<file path="src/rtl/mips_pkg.sv">
// Shared definitions for the MIPS pipeline: datapath width, reset/bubble
// defaults and the instruction-fetch state encoding.
package mips_pkg;

    localparam int unsigned XLEN = 32;

    localparam logic [XLEN-1:0] RESET_PC_DEFAULT  = 32'h0000_0000;
    localparam logic [XLEN-1:0] NOP_INSTR_DEFAULT = 32'h0000_0000;
    localparam logic [XLEN-1:0] PC_STEP           = 32'h0000_0004;
    localparam logic [XLEN-1:0] WORD_ALIGN_MASK   = 32'hFFFF_FFFC;

    typedef enum logic [1:0] {
        FS_IDLE  = 2'd0,
        FS_FETCH = 2'd1,
        FS_WAIT  = 2'd2,
        FS_HOLD  = 2'd3
    } fetch_state_e;

    // Force a byte address onto a word boundary.
    function automatic logic [XLEN-1:0] word_align(input logic [XLEN-1:0] addr);
        return addr & WORD_ALIGN_MASK;
    endfunction

endpackage

</file>
<file path="src/rtl/adder32.sv">
// Shared 32-bit combinational adder; carry-out is discarded so sums wrap
// modulo 2^32.
module adder32 (
    input  logic [31:0] a,
    input  logic [31:0] b,
    output logic [31:0] y
);

    assign y = a + b;

endmodule

</file>
<file path="src/rtl/if_id_reg.sv">
// IF/ID pipeline register. Update priority is flush, then stall, then load,
// otherwise a bubble is inserted.
module if_id_reg
    import mips_pkg::*;
#(
    parameter logic [XLEN-1:0] NOP_INSTR = NOP_INSTR_DEFAULT
) (
    input  logic            clk,
    input  logic            rst_n,
    input  logic            flush,
    input  logic            stall,
    input  logic            load,
    input  logic [XLEN-1:0] load_instr,
    input  logic [XLEN-1:0] load_pc,
    input  logic [XLEN-1:0] load_pc4,
    output logic            valid,
    output logic [XLEN-1:0] instr,
    output logic [XLEN-1:0] pc,
    output logic [XLEN-1:0] pc4
);

    logic            valid_r;
    logic [XLEN-1:0] instr_r;
    logic [XLEN-1:0] pc_r;
    logic [XLEN-1:0] pc4_r;

    // Pipeline register; pc fields only change on a load.
    always_ff @(posedge clk or negedge rst_n) begin
        if (!rst_n) begin
            valid_r <= 1'b0;
            instr_r <= NOP_INSTR;
            pc_r    <= 32'h0000_0000;
            pc4_r   <= 32'h0000_0000;
        end else if (flush) begin
            valid_r <= 1'b0;
            instr_r <= NOP_INSTR;
        end else if (stall) begin
            valid_r <= valid_r;
        end else if (load) begin
            valid_r <= 1'b1;
            instr_r <= load_instr;
            pc_r    <= load_pc;
            pc4_r   <= load_pc4;
        end else begin
            valid_r <= 1'b0;
            instr_r <= NOP_INSTR;
        end
    end

    assign valid = valid_r;
    assign instr = instr_r;
    assign pc    = pc_r;
    assign pc4   = pc4_r;

endmodule

</file>
<file path="src/rtl/if_fetch_stage.sv">
// Instruction-fetch stage: owns the PC, issues one outstanding word fetch at a
// time, absorbs decode stalls in a one-entry buffer and handles EX redirects.
module if_fetch_stage
    import mips_pkg::*;
#(
    parameter logic [XLEN-1:0] RESET_PC  = RESET_PC_DEFAULT,
    parameter logic [XLEN-1:0] NOP_INSTR = NOP_INSTR_DEFAULT
) (
    input  logic            clk,
    input  logic            rst_n,
    input  logic            stall_i,
    input  logic            flush_i,
    input  logic            redirect_i,
    input  logic [XLEN-1:0] redirect_pc_i,
    output logic            imem_req_o,
    output logic [XLEN-1:0] imem_addr_o,
    input  logic            imem_rvalid_i,
    input  logic [XLEN-1:0] imem_rdata_i,
    output logic            if_id_valid_o,
    output logic [XLEN-1:0] if_id_instr_o,
    output logic [XLEN-1:0] if_id_pc_o,
    output logic [XLEN-1:0] if_id_pc4_o,
    output logic [XLEN-1:0] pc_o
);

    fetch_state_e    state_r;
    fetch_state_e    state_next_s;
    logic [XLEN-1:0] pc_r;
    logic [XLEN-1:0] pc_next_s;
    logic            kill_r;
    logic            kill_next_s;
    logic [XLEN-1:0] buf_instr_r;
    logic [XLEN-1:0] buf_pc_r;
    logic [XLEN-1:0] buf_pc4_r;
    logic            buf_load_s;

    logic [XLEN-1:0] pc4_s;
    logic [XLEN-1:0] target_s;
    logic            deliver_s;
    logic [XLEN-1:0] deliver_instr_s;
    logic [XLEN-1:0] deliver_pc_s;
    logic [XLEN-1:0] deliver_pc4_s;

    adder32 u_pc_inc (
        .a (pc_r),
        .b (PC_STEP),
        .y (pc4_s)
    );

    assign target_s = word_align(redirect_pc_i);

    // Next-state, PC, kill and deliver selection.
    always_comb begin
        state_next_s    = state_r;
        pc_next_s       = pc_r;
        kill_next_s     = kill_r;
        buf_load_s      = 1'b0;
        deliver_s       = 1'b0;
        deliver_instr_s = imem_rdata_i;
        deliver_pc_s    = pc_r;
        deliver_pc4_s   = pc4_s;
        case (state_r)
            FS_IDLE: begin
                state_next_s = FS_FETCH;
            end
            FS_FETCH: begin
                state_next_s = FS_WAIT;
                if (redirect_i) begin
                    pc_next_s   = target_s;
                    kill_next_s = 1'b1;
                end else begin
                    kill_next_s = kill_r;
                end
            end
            FS_WAIT: begin
                // A killed or redirected response is dropped; the fetch at the
                // new PC is only issued once the in-flight one has returned.
                if (imem_rvalid_i && (kill_r || redirect_i)) begin
                    kill_next_s  = 1'b0;
                    state_next_s = FS_FETCH;
                    if (redirect_i) begin
                        pc_next_s = target_s;
                    end else begin
                        pc_next_s = pc_r;
                    end
                end else if (redirect_i) begin
                    pc_next_s   = target_s;
                    kill_next_s = 1'b1;
                end else if (imem_rvalid_i && !stall_i) begin
                    deliver_s    = 1'b1;
                    pc_next_s    = pc4_s;
                    state_next_s = FS_FETCH;
                end else if (imem_rvalid_i) begin
                    buf_load_s   = 1'b1;
                    state_next_s = FS_HOLD;
                end else begin
                    state_next_s = FS_WAIT;
                end
            end
            FS_HOLD: begin
                deliver_instr_s = buf_instr_r;
                deliver_pc_s    = buf_pc_r;
                deliver_pc4_s   = buf_pc4_r;
                if (redirect_i) begin
                    pc_next_s    = target_s;
                    state_next_s = FS_FETCH;
                end else if (!stall_i) begin
                    deliver_s    = 1'b1;
                    pc_next_s    = pc4_s;
                    state_next_s = FS_FETCH;
                end else begin
                    state_next_s = FS_HOLD;
                end
            end
            default: begin
                state_next_s = FS_IDLE;
            end
        endcase
    end

    // FSM, PC and kill flag registers.
    always_ff @(posedge clk or negedge rst_n) begin
        if (!rst_n) begin
            state_r <= FS_IDLE;
            pc_r    <= RESET_PC;
            kill_r  <= 1'b0;
        end else begin
            state_r <= state_next_s;
            pc_r    <= pc_next_s;
            kill_r  <= kill_next_s;
        end
    end

    // One-entry stall buffer; contents are only meaningful in HOLD.
    always_ff @(posedge clk or negedge rst_n) begin
        if (!rst_n) begin
            buf_instr_r <= NOP_INSTR;
            buf_pc_r    <= 32'h0000_0000;
            buf_pc4_r   <= 32'h0000_0000;
        end else if (buf_load_s) begin
            buf_instr_r <= imem_rdata_i;
            buf_pc_r    <= pc_r;
            buf_pc4_r   <= pc4_s;
        end else begin
            buf_instr_r <= buf_instr_r;
        end
    end

    if_id_reg #(
        .NOP_INSTR (NOP_INSTR)
    ) u_if_id (
        .clk        (clk),
        .rst_n      (rst_n),
        .flush      (flush_i),
        .stall      (stall_i),
        .load       (deliver_s),
        .load_instr (deliver_instr_s),
        .load_pc    (deliver_pc_s),
        .load_pc4   (deliver_pc4_s),
        .valid      (if_id_valid_o),
        .instr      (if_id_instr_o),
        .pc         (if_id_pc_o),
        .pc4        (if_id_pc4_o)
    );

    assign imem_req_o  = (state_r == FS_FETCH);
    assign imem_addr_o = pc_r;
    assign pc_o        = pc_r;

endmodule

</file>
<file path="config.mk">
export PLATFORM = sky130hd
export DESIGN_NAME = if_fetch_stage
export DESIGN_NICKNAME = d
export VERILOG_FILES = /design/src/rtl/mips_pkg.sv /design/src/rtl/adder32.sv /design/src/rtl/if_id_reg.sv /design/src/rtl/if_fetch_stage.sv
export SDC_FILE = /design/constraint.sdc
export NUM_CORES = 1
export LEC_CHECK = 0
export CELL_PAD_IN_SITES_DETAIL_PLACEMENT = 0
export CELL_PAD_IN_SITES_GLOBAL_PLACEMENT = 1
export CORE_MARGIN = 2
export CORE_UTILIZATION = 55
export CTS_BUF_LIST = sky130_fd_sc_hd__clkbuf_8
export DETAILED_ROUTE_END_ITERATION = 12
export DONT_BUFFER_PORTS = 1
export PLACE_DENSITY_LB_ADDON = 0.1
export SKIP_CTS_REPAIR_TIMING = 1
export SYNTH_ARGS = -nofsm -noshare
export SYNTH_HDL_FRONTEND = slang
export SYNTH_SLANG_ARGS = --single-unit
</file>
<file path="constraint.sdc">
create_clock -name clk -period 4.95 [get_ports clk]
set_input_delay 0.99 -clock clk [delete_from_list [all_inputs] [get_ports clk]]
set_output_delay 0.99 -clock clk [all_outputs]
set_load 0.005 [all_outputs]
</file>
---- Yosys cells after proc, flatten, opt, wreduce, memory -nomap -nowiden ----
Index checks and enable logic that the tools add are counted.
Widths: inputs -> output; s select.
word-level totals
  output and inout port bits .............. 162
  register bits ........................... 228
  input bits .............................. 70
  word-level logic and storage cells ...... 66
cells by class
  add/sub/neg operators ................... 1
  multiplexer cells ....................... 37
  reduce and logical (&&, ||, !) cells .... 9
  bitwise operators ....................... 2
  equal/unequal tests ..................... 7
operators with widths
  cell                   number
  $mux 32                12
  $pmux 32 s3            1
  $add 32x3->32 const B  1
  $mux 1                 16
  $mux 2                 5
  $pmux 2 s4             1
  $ne 3x3->1 const B     2
  $reduce_and 3->1       2
  $eq 2x2->1 const B     2
  $ne 4x4->1 const B     1
  $pmux 1 s2             2
  $reduce_bool 3->1      1
  $eq 2x1->1 const B     1
  $logic_and 1x1->1      2
  $logic_not 2->1        1
  $ne 2x1->1 const B     1
  $not 1->1              2
  $reduce_bool 2->1      1
  $logic_not 1->1        1
  $logic_or 1x1->1       1

---- Logic depth before layout (Yosys ltp) ----
  depth in word-level cells ............... 9
  gate-level depth with buffers ........... 9

---- By module ----
From an unflattened synthesis, not the netlist that was laid out.
second synthesis, totals
  cell total of the unflattened synthesis .. 1,239
  area, all modules ....................... 13,760.7 µm²
by module, submodules not included
  module          times used  area an instance (µm²)  seq. area each (µm²)  cells an instance
  if_fetch_stage  1           7,880.1                 3,278.1               716
  if_id_reg       1           4,136.5                 2,427.3               282
  adder32         1           1,744.2                 0.0                   241

---- Least setup slack after synthesis ----
No wires, ideal clock.
  kind .................................... input -> register
  from .................................... input imem_rvalid_i
  to ...................................... register u_if_id.pc4_r[25], in the netlist u_if_id.pc4[25]
  data arrival time ....................... 2,446 ps
  path buffers ............................ 3
  stages .................................. 8
  setup time .............................. 127 ps
  path slack .............................. 2,377 ps
  cells stage by stage .................... buf_2 > and3b_1 > o21ai_0 > clkbuf_1 > clkbuf_1 > nor3_1 > mux2i_1 > nand3_1
on the way
  longest elaborated chain between the ends .. 6
  elaborated cells on any way between the ends .. 7
ends and longest elaborated chain
  what                                   RTL line              text
  start, declared                        if_fetch_stage.sv:17  input logic imem_rvalid_i,
  $logic_and 1x1->1                      if_fetch_stage.sv:89  end else if (imem_rvalid_i && !stall_i) begin
  $mux 1                                 if_fetch_stage.sv:89
  $mux 1                                 if_fetch_stage.sv:86  end else if (redirect_i) begin
  $mux 1 (*)                             if_fetch_stage.sv:78  if (imem_rvalid_i && (kill_r || redirect_i)) begin
  $pmux 1 s2 (*)                         if_fetch_stage.sv:62  case (state_r)
  $reduce_and 3->1 (no source line) (*)  -
  end signal, assigned                   if_id_reg.sv:43       pc4_r <= load_pc4;
  end, declared                          if_id_reg.sv:25       logic [XLEN-1:0] pc4_r;
Every way passes the cells marked *; elsewhere a longest branch is shown, timed or not.
A chain may end at the register's enable or synchronous reset.

---- Worst setup path in the final report ----
  from .................................... register pc_r[2], in the netlist imem_addr_o[2]
  to ...................................... register pc_r[24], in the netlist imem_addr_o[24]
on the way
  longest elaborated chain between the ends .. 5
  elaborated cells on any way between the ends .. 7
ends and longest elaborated chain
  what                    RTL line               text
  start, declared         if_fetch_stage.sv:28   logic [XLEN-1:0] pc_r;
  start signal, assigned  if_fetch_stage.sv:129  pc_r <= pc_next_s;
  $add 32x3->32 (*)       adder32.sv:9           assign y = a + b;
  $mux 32                 if_fetch_stage.sv:89
  $mux 32                 if_fetch_stage.sv:86
  $mux 32                 if_fetch_stage.sv:78
  $pmux 32 s3 (*)         if_fetch_stage.sv:62
Every way passes the cells marked *; elsewhere a longest branch is shown, timed or not. The select of a mux whose other input is x is not followed.

==> summary.md <==
| Metric | Value |
|---|---|
| Share of layout cells above drive strength 1 | `0.1512` |
| Vias | `7630` |
| Slew @ Worst Pin | `1.187 ns` |
| First-pass GRT wire length | `41.39 mm` |
| Status | `finished clean` |
| Yosys warnings | `0` |
| Final Wtd Congestion | `0.8722` |
| Max-Slew Margin vs Limit | `0.2011` |
| CP max stage cell | `nor4_1` |
| Via density | `6.032` |
| Area occupied by multi-input gates | `4529 um^2` |
| TritonCTS Sinks | `224` |
| Largest family of logic cells by synthesized area | `multiplexers` |
| Effective utilization at floorplan | `0.5579` |
| Mux contribution to synthesized area | `0.1347` |
| Post-synthesis xor/xnor area fraction | `0.02023` |
| Max cap viols | `0` |
| Clk pin slew, worst setup/hold paths | `0.06 ns` |
| Clock Root Buffer | `clkbuf_8` |
| Commonest non-fill, non-tap cells in the layout | `224 x dfrtp_1, 118 x nand2_1, 101 x o21ai_0` |
| Leak Pwr | `0.005109 uW` |
| CP endpoint kind | `flip-flop` |
| Clk buf depth | `3` |
| Remaining DRCs | `0` |
| CTS tree | `built` |
| Start point of the critical path | `imem_addr_o[2]$_DFFE_PN0P_` |
| Synth cell types | `62` |
| Finished Cell Area | `11380 um^2` |
| # port buffers | `0` |
| Core area | `19400 um^2` |
| Startpoint types | `flip-flop` |
| Drt first pass iters | `5` |
| Final setup fails | `0` |
| Buf/Inv on CP | `0` |
| Wirelength per Cell | `21.26 um` |
| R2r startpoint | `imem_addr_o[2]$_DFFE_PN0P_` |
| Synth Area in Simple Gates | `0.1299` |
| Cell count after placement | `1194` |
| Power Density | `616.3 nW/um^2` |
| Kind of critical path | `flip-flop to flip-flop` |
| Adder-cell share of the synthesized area | `0.005780` |
| Worst Hold Class | `input pin to async pin` |
| Final wirelength | `26.90 mm` |
| Post-synth EDFFs | `0` |
| Die Ht | `144.3 um` |
| Syn_area_per_cell | `10.40 um^2` |
| Worst-path maximum fanout | `13` |
| Hold Fails Final Rpt | `0` |
| Period minus WS final | `3.283 ns` |
| Layout area overhead | `5.179%` |
| Complex-gate fraction of the synthesized area | `0.1243` |
| Worst-Skew Late Latency | `0.54 ns` |
| Final setup skew | `0.01349 ns` |
| Die X | `144.3 um` |
| Antenna Nets Post-Route | `0` |
| Final net count | `1045` |
| DRC violation total after the first TritonRoute iteration | `482` |
| # IOs | `232` |
| Largest net degree at the start of global routing | `225` |
| Final period util | `0.6633` |
| Synth Flop Type | `dfrtp_1` |
| Most common cell after layout, fill and taps aside | `dfrtp_1` |
| Post-DP Area | `10560 um^2` |
| Post-Syn Nets | `1116` |
| Worst endpoint required time | `5.39 ns` |
| Htree depth | `2` |
| Mapped Cells | `1041` |
| Slowest stage delay, CP | `1.06 ns` |
| Hpwl dp | `18.04 mm` |
| Fill cells | `1691` |
| FMAX | `304.6 MHz` |
| FF/Latch Area | `5605 um^2` |
| Number of buffers created by CTS | `39` |
| Worst endpoint data arrival time | `3.72 ns` |
| Total global-route track usage | `0.2580` |
| Setup total negative slack | `0 ns` |
| Final-report max-slew violation count | `0` |
| Gr ovfl total | `0` |
| Worst-path cell chain | `ha_1, nand4_1, nor4_1, nand3_1, o31a_1, a311oi_1` |
| FF+latch count, synth | `224` |
| Number of global-route vias before repair | `7581` |
| Synthesized area | `10820 um^2` |
| Fin cells | `1265` |
| Initial antenna violation count | `1` |
| Site Rows | `51` |
| RSZ-0062 raised after global routing | `no` |
| Fin util | `0.5868` |
| Cell family contributing the most delay on the critical path | `simple AND/OR/NAND/NOR gates` |
| Register area share after synthesis | `0.5179` |
| Max IR drop VDD | `0.2717 mV` |
| Synth async-reset ratio | `1.000` |
| Die footprint | `20820 um^2` |
| Total power | `7015 uW` |
-- synthesized netlist by cell type (all sizes together), types with 6 or more instances --
| master | count | area [um^2] |
|---|---|---|
| inv | 8 | 30.03 |
| dfrtp | 224 | 5605 |
| and2 | 7 | 43.80 |
| o211ai | 8 | 60.06 |
| a22oi | 6 | 45.04 |
| nand4 | 18 | 142.6 |
| clkbuf | 60 | 245.2 |
| and3 | 7 | 45.05 |
| o21ai | 102 | 510.5 |
| nor2 | 65 | 244.0 |
| o22ai | 11 | 68.82 |
| nand3 | 27 | 135.1 |
| mux2i | 68 | 680.7 |
| mux2 | 69 | 777.0 |
| nand2 | 119 | 446.7 |
| nor4 | 7 | 58.81 |
| nor3 | 20 | 100.1 |
| a21oi | 50 | 250.2 |
| a21o | 9 | 68.82 |
| buf | 60 | 447.9 |
| xor2 | 8 | 70.07 |
| xnor2 | 17 | 148.9 |
| a221o | 6 | 60.06 |
-- state kept, by name, summed over array words and instances (netlist names) --
signal         flops
u_if_id.instr     32
u_if_id.pc        30
buf_pc_r          32
buf_instr_r       32
buf_pc4_r         30
imem_addr_o       32
state_r            2
kill_r             1
u_if_id.pc4       32
u_if_id.valid      1
-- worst register-to-register path: cells and delay by family (launching register included) --
family | cells | cell delay (ns)
and+or+nand+nor | 3 | 1.62
DFF | 1 | 0.64
AOI/OAI and AO/OA | 2 | 0.57
adders and majority gates | 1 | 0.36
-- through the flow --
stage               hold slack [ns]  worst slack, ns
floorplan                    0.4496            2.377
global placement             0.4653            1.848
detailed placement           0.4736            1.792
CTS                          0.1180            1.793
global route                 0.1172            1.476
finish                       0.1423            1.667
-- routing by layer --
metal  track usage  share of wire  vias to the layer above
li1              -              -                     3516
met1        0.3101           0.39                     3773
met2        0.4275           0.48                      283
met3       0.08477          0.091                       58
met4        0.1088          0.035                        0
met5             0              0                        -
-- final timing paths --
kind                                                 end  slack [ns]  depth (start not counted)
max in group asynchronous      buf_pc4_r[25]$_DFFE_PN0P_        4.47                          0
min in group clk                buf_pc_r[14]$_DFFE_PN0P_        0.48                          2
max                          imem_addr_o[24]$_DFFE_PN0P_        1.67                          6
max reg2reg                  imem_addr_o[24]$_DFFE_PN0P_        1.67                          6
min                        u_if_id.instr[30]$_DFFE_PN0P_        0.14                          0
min reg2reg                     buf_pc_r[14]$_DFFE_PN0P_        0.48                          2
-- power breakdown --
group          switching, uW  leakage, uW  total, uW  internal (uW)
combinational           1060      0.00170       1910            857
sequential               860      0.00293       3360           2500
clock                    757     0.000472       1740            982
-- final cells by class --
type | count | area share
Sequential cell | 224 | 0.4924
Tap cell | 265 | 0.02913
Inverter | 9 | 0.002968
Antenna cell | 1 | 0.0002198
Multi-Input combinational cell | 688 | 0.3979
Timing Repair Buffer | 8 | 0.005276
Clock buffer | 51 | 0.06166
Clock inverter | 19 | 0.01044
-- logic make-up after synthesis --
group,count (synthesis)
AO/OA/AOI/OAI,225
XOR/XNOR,25
adder cells (fa/ha/maj),5
buffers and inverters,129
flip-flops,224
multiplexers,137
AND/OR/NAND/NOR,296
Power figures use the tool's default switching activity.
